--- src/rtl/fetch_unit_if.sv ---
// Fetch-side bus: the PC redirect inputs from decode, the instruction-memory port
// and the IF/ID register outputs, all grouped so the fetch unit takes one port.
interface fetch_unit_if;
  logic        stall;
  logic [1:0]  npc_sel;
  logic [31:0] NPC_B;
  logic [31:0] NPC_J;
  logic [31:0] NPC_JR;
  logic [31:0] im_addr;
  logic [31:0] im_rdata;
  logic        im_valid;
  logic [31:0] instr_D;
  logic [31:0] PC_D;
  logic [31:0] PC8_D;
  logic        valid_D;

  modport master (
    input  stall, npc_sel, NPC_B, NPC_J, NPC_JR, im_rdata, im_valid,
    output im_addr, instr_D, PC_D, PC8_D, valid_D
  );

  modport slave (
    output stall, npc_sel, NPC_B, NPC_J, NPC_JR, im_rdata, im_valid,
    input  im_addr, instr_D, PC_D, PC8_D, valid_D
  );
endinterface

--- src/rtl/fetch_unit.sv ---
// Instruction fetch stage with one architectural delay slot. A redirect seen while
// the memory has no word ready is parked in PEND until the delay slot arrives.
module fetch_unit #(
  parameter logic [31:0] RESET_PC = 32'h0000_3000
) (
  input  logic         clk,
  input  logic         reset,
  fetch_unit_if.master bus
);

  typedef enum logic {FETCH = 1'b0, PEND = 1'b1} state_t;

  state_t      state_q;
  logic [31:0] pc_f_q;
  logic [31:0] pend_pc_q;
  logic [31:0] instr_d_q;
  logic [31:0] pc_d_q;
  logic        valid_d_q;

  logic        advance;
  logic        redirect;
  logic [31:0] sel_tgt;
  logic [31:0] target_d;
  logic [31:0] seq_pc_d;

  assign advance  = bus.im_valid & ~bus.stall;
  assign redirect = (bus.npc_sel != 2'b00) & ~bus.stall & (state_q == FETCH);
  assign seq_pc_d = pc_f_q + 32'd4;
  assign target_d = sel_tgt & ~32'h0000_0003;

  always_comb begin
    sel_tgt = seq_pc_d;
    case (bus.npc_sel)
      2'b01:   sel_tgt = bus.NPC_B;
      2'b10:   sel_tgt = bus.NPC_J;
      2'b11:   sel_tgt = bus.NPC_JR;
      default: sel_tgt = seq_pc_d;
    endcase
  end

  // The delay slot is always delivered; only the PC update depends on the state.
  always_ff @(posedge clk) begin
    if (reset) begin
      state_q   <= FETCH;
      pc_f_q    <= RESET_PC;
      pend_pc_q <= 32'd0;
      instr_d_q <= 32'd0;
      pc_d_q    <= 32'd0;
      valid_d_q <= 1'b0;
    end else begin
      if (advance) begin
        instr_d_q <= bus.im_rdata;
        pc_d_q    <= pc_f_q;
        valid_d_q <= 1'b1;
      end else if (!bus.stall) begin
        instr_d_q <= 32'd0;
        pc_d_q    <= 32'd0;
        valid_d_q <= 1'b0;
      end

      case (state_q)
        FETCH: begin
          if (advance) begin
            pc_f_q <= redirect ? target_d : seq_pc_d;
          end else if (redirect) begin
            pend_pc_q <= target_d;
            state_q   <= PEND;
          end
        end
        PEND: begin
          if (advance) begin
            pc_f_q  <= pend_pc_q;
            state_q <= FETCH;
          end
        end
        default: state_q <= FETCH;
      endcase
    end
  end

  assign bus.im_addr = pc_f_q;
  assign bus.instr_D = instr_d_q;
  assign bus.PC_D    = pc_d_q;
  assign bus.PC8_D   = pc_d_q + 32'd8;
  assign bus.valid_D = valid_d_q;

endmodule

--- src/flat_wrapper.sv ---
// flat-port wrapper written by rule: the top's interface ports become plain ports
module fetch_unit_flat 
#(
  parameter logic [31:0] RESET_PC = 32'h0000_3000
)
  (clk, reset, bus_stall, bus_npc_sel, bus_NPC_B, bus_NPC_J, bus_NPC_JR, bus_im_rdata, bus_im_valid, bus_im_addr, bus_instr_D, bus_PC_D, bus_PC8_D, bus_valid_D);
  fetch_unit_if bus_i ();
  input  logic clk;
  input  logic reset;
  input wire logic [$bits(bus_i.stall)-1:0] bus_stall;
  input wire logic [$bits(bus_i.npc_sel)-1:0] bus_npc_sel;
  input wire logic [$bits(bus_i.NPC_B)-1:0] bus_NPC_B;
  input wire logic [$bits(bus_i.NPC_J)-1:0] bus_NPC_J;
  input wire logic [$bits(bus_i.NPC_JR)-1:0] bus_NPC_JR;
  input wire logic [$bits(bus_i.im_rdata)-1:0] bus_im_rdata;
  input wire logic [$bits(bus_i.im_valid)-1:0] bus_im_valid;
  output wire logic [$bits(bus_i.im_addr)-1:0] bus_im_addr;
  output wire logic [$bits(bus_i.instr_D)-1:0] bus_instr_D;
  output wire logic [$bits(bus_i.PC_D)-1:0] bus_PC_D;
  output wire logic [$bits(bus_i.PC8_D)-1:0] bus_PC8_D;
  output wire logic [$bits(bus_i.valid_D)-1:0] bus_valid_D;
  assign bus_i.stall = bus_stall;
  assign bus_i.npc_sel = bus_npc_sel;
  assign bus_i.NPC_B = bus_NPC_B;
  assign bus_i.NPC_J = bus_NPC_J;
  assign bus_i.NPC_JR = bus_NPC_JR;
  assign bus_i.im_rdata = bus_im_rdata;
  assign bus_i.im_valid = bus_im_valid;
  assign bus_im_addr = bus_i.im_addr;
  assign bus_instr_D = bus_i.instr_D;
  assign bus_PC_D = bus_i.PC_D;
  assign bus_PC8_D = bus_i.PC8_D;
  assign bus_valid_D = bus_i.valid_D;
  fetch_unit #(.RESET_PC(RESET_PC)) u_core (.clk(clk), .reset(reset), .bus(bus_i));
endmodule
--- config.mk ---
export PLATFORM = sky130hd
export DESIGN_NAME = fetch_unit_flat
export DESIGN_NICKNAME = d
export VERILOG_FILES = /design/src/rtl/fetch_unit_if.sv /design/src/rtl/fetch_unit.sv /design/src/flat_wrapper.sv
export SDC_FILE = /design/constraint.sdc
export NUM_CORES = 1
export LEC_CHECK = 0
export CORE_AREA = 2 2 136 165
export CTS_BUF_LIST = sky130_fd_sc_hd__clkbuf_8
export CTS_CLUSTER_DIAMETER = 80
export DETAILED_ROUTE_END_ITERATION = 8
export DIE_AREA = 0 0 138 167
export PLACE_DENSITY = 0.7
export SLEW_MARGIN = 20
export SYNTH_ARGS = -nofsm -noshare
export SYNTH_HDL_FRONTEND = slang
export SYNTH_SLANG_ARGS = --single-unit
--- constraint.sdc ---
create_clock -name clk -period 1.95 [get_ports clk]
set_clock_uncertainty 0.1 [all_clocks]
set_input_delay 0.585 -clock clk [delete_from_list [all_inputs] [get_ports clk]]
set_output_delay 0.585 -clock clk [all_outputs]
set_load 0.005 [all_outputs]
==> summary.txt <==
Min path
  – Worst min-delay path startpoint: u_core.bus.valid_D
  – Worst min path class: flip-flop to flip-flop
  – WHS Path Cells: 2

Floorplanning
  – Top Ports: roughly 260
  – Std cell rows: approximately 60
  – Full die area: between 20000 and 25000 um2
  – DIE HEIGHT: 167 um
  – Core ar.: about 21000 um2
  – Starting density of the core: approximately 30%
  – Die W: approximately 140 um

Finish
  – Antenna fix cells: 0
  – Design area: 11000 um2
  – Nets: 1227
  – Multi-input gate area: 4010 um2
  – Growth of design area from synthesis to finish: 73.8%
  – Fill cell count: around 1900
  – FF+latch area: approximately 2600 um2
  – Most frequent cells in the layout: 124 x clkdlybuf4s50_1, 124 x buf_4, 91 x dlygate4sd2_1
  – Fraction of layout cells with a size suffix above 1: 34.5%

Place
  – Post-DP HPWL: between 15 and 20 mm
  – GPL Wtd Cong: about 0.9
  – Port bufs: 250
  – Placed cell areas: approximately 10000 um2

Synth
  – Synth Warn #: 0
  – Dominant cells by area after synthesis: dfxtp_1 39%, a22o_1 9.4%, nand2_1 3.8%
  – Dominant cell type by area after synthesis: dfxtp_1
  – Post-Synthesis Cells: between 700 and 800
  – Number of enable flip-flop cells after synthesis: 0
  – Top cell type's share of synthesized area: between 30% and 40%
  – Yosys cell types: 64
  – Top FF cell, synth: dfxtp_1
  – Ys async rst share: 0%
  – Yosys reg bits: approximately 120
  – Synthesized area: approximately 6300 um2
  – Seq/Total Area, Yosys: a little under 40%
  – Syn avg cell area: 8.77 um2

Routing
  – Antenna viol nets, final: 0
  – DRT Pass-1 Iters: 5
  – Final wirelength: between 20 and 25 mm
  – Post-DR vias/cell: 5.15
  – Initial drt markers: 396
  – Vias post-DR: approximately 7000
  – DRC viols: 0
  – Routed WL per cell: about 17 um

CTS
  – Root Buffer: clkbuf_8
  – Clock slew seen by the registers of the worst setup and hold paths: approximately 70 ps
  – TritonCTS clock tree: yes
  – CTS Buffer Depth: 2
  – H-Tree Depth: 4
  – Clock Latency Late Sink: around 440 ps
  – Cts bufs inserted: 17
  – # clock sinks: roughly 120

Global route
  – Vias in the first global route: just over 7000
  – Overall Global Routing Usage: between 20% and 30%
  – Pin count of the biggest net entering global routing: 49
  – Initial antenna violation count: 0
  – Global route overflow: 0
  – First-pass GRT wire length: ~38 mm

Timing
  – RSZ-0062 raised after global routing: true
  – Tcrit/Tclk final: 128%
  – Final Hold Vio Count: 0
  – FMAX: ~400 MHz
  – Final hold slack: 343 ps
  – Fin crit period: 2500 ps
  – Setup violators final: 27
  – Max Slew Vio Count: 0
  – Final worst setup slack: -547 ps

Setup path
  – Crit path launch type: flip-flop
  – Setup crit end kind: primary output
  – CP arrival: ~1800 ps
  – R2r worst-path depth: 6
  – Reg2reg end: u_core.bus.im_addr[26]
  – Worst Setup EP: bus_PC8_D[27]
  – R2R Path Start: u_core.bus.im_addr[13]
  – R2R Setup Slk: about 60 ps
  – Crit path from: u_core.bus.PC_D[21]
  – Critical path required time: 1260 ps
  – CP max FO: 5
  – Crit Path Class: flip-flop to primary output

Run status
  – Status: finished, violations left
  – Failing checks: negative setup slack

Power
  – VDD IR-drop max: around 0.54 mV
  – Pwr Density: 602 nW/um2
  – Total power: 6.64 mW
  – Leak: between 4 and 5 nW

Flow run
  – Max-cap violations: 0
## sequential cells by signal (all words and copies together) (netlist names)
register	count
u_core.pend_pc_q	30
u_core.bus.PC_D	30
u_core.bus.im_addr	30
u_core.bus.instr_D	32
u_core.bus.valid_D	1
u_core.state_q	1
## power by group
part / total [mW] / internal [mW] / switching (mW)
clock network: 2.58 / 1.47 / 1.11
logic: 1.32 / 0.725 / 0.594
registers: 2.74 / 2.65 / 0.0855
total: 6.64 / 4.85 / 1.79
## how the worst min path moves through the flow
| stage | to | slack (ps) |
|---|---|---|
| 6_report | u_core.bus.valid_D | 340 |
| 5_1_grt | u_core.bus.valid_D | 360 |
| 4_1_cts | u_core.bus.valid_D | 340 |
| 3_5_place_dp | u_core.bus.valid_D | 330 |
| 3_3_place_gp | u_core.bus.valid_D | 330 |
| 2_1_floorplan | u_core.pend_pc_q[16] | 340 |
## metrics by stage
stage	instances	setup slack (ps)	util, %	TNS [ps]
final	1377	-547	51.5	-11780
after global routing	1377	-669	51.5	-14280
after CTS	1367	-558	49.8	-12340
after detailed placement	1321	-603	47.0	-54640
after global placement	1321	-563	47.0	-51310
after floorplan	728	-125	-	-405
## per-layer routing
layer,GRT usage (%),share of wire (%)
met5,0,0
met4,5.72,1.4
met3,4.95,6.1
met2,33.8,49
met1,25.7,44
## worst max-delay path, stage by stage, from the launching register on
cell and delay, ps:
dfxtp_1 340, and4_1 210, and3_4 190, and3_4 210, and3_4 180, xor2_1 130, buf_2 120
## synth_stat cells (all sizes together), types with 3 or more instances
| library cell | number |
|---|---|
| o22ai | 5 |
| a211oi | 11 |
| and3b | 3 |
| xnor2 | 24 |
| nor2 | 60 |
| a21o | 4 |
| nor2b | 3 |
| clkbuf | 39 |
| a22oi | 10 |
| buf | 26 |
| a2bb2oi | 5 |
| a21oi | 39 |
| inv | 9 |
| xor2 | 14 |
| dfxtp | 124 |
| o21ai | 34 |
| a22o | 68 |
| mux2i | 10 |
| and2 | 4 |
| nand2 | 66 |
| mux2 | 20 |
| mux4 | 4 |
| nor4 | 5 |
| nor3 | 24 |
| and4 | 6 |
| a221oi | 20 |
| and3 | 14 |
| nand4 | 16 |
| o31a | 4 |
| nand3 | 26 |
## area by class of cell
type                       instances  share of cell area [%]
tap                              274                    3.11
sequential                       124                    23.3
multi-input combinational        530                    36.4
inverter                          10                   0.341
clock inverter                    12                    1.68
clock buffer                      19                    2.37
timing repair buffer             408                    32.8
## kinds of logic after synthesis
| group | share of synthesized area, % |
|---|---|
| and+or+nand+nor | 18.2 |
| AOI/OAI and AO/OA | 25.0 |
| DFF | 39.1 |
| buffers and inverters | 5.33 |
| xor gates and xnor gates | 5.25 |
| muxes | 6.61 |
| adders and majority gates | 0.394 |
| other | 0.0591 |
## repair_timing
item | 4_1_cts | 5_1_grt
setup endpoints to repair | 125 | 65
cloned | 1 | 1
hold buffers | 0 | 0
resized for setup | 302 | 75
buffers inserted | 15 | 9
hold endpoints to repair | 0 | 0
pin swaps | 56 | 40
No activity file was read; power rests on OpenSTA's default activity.
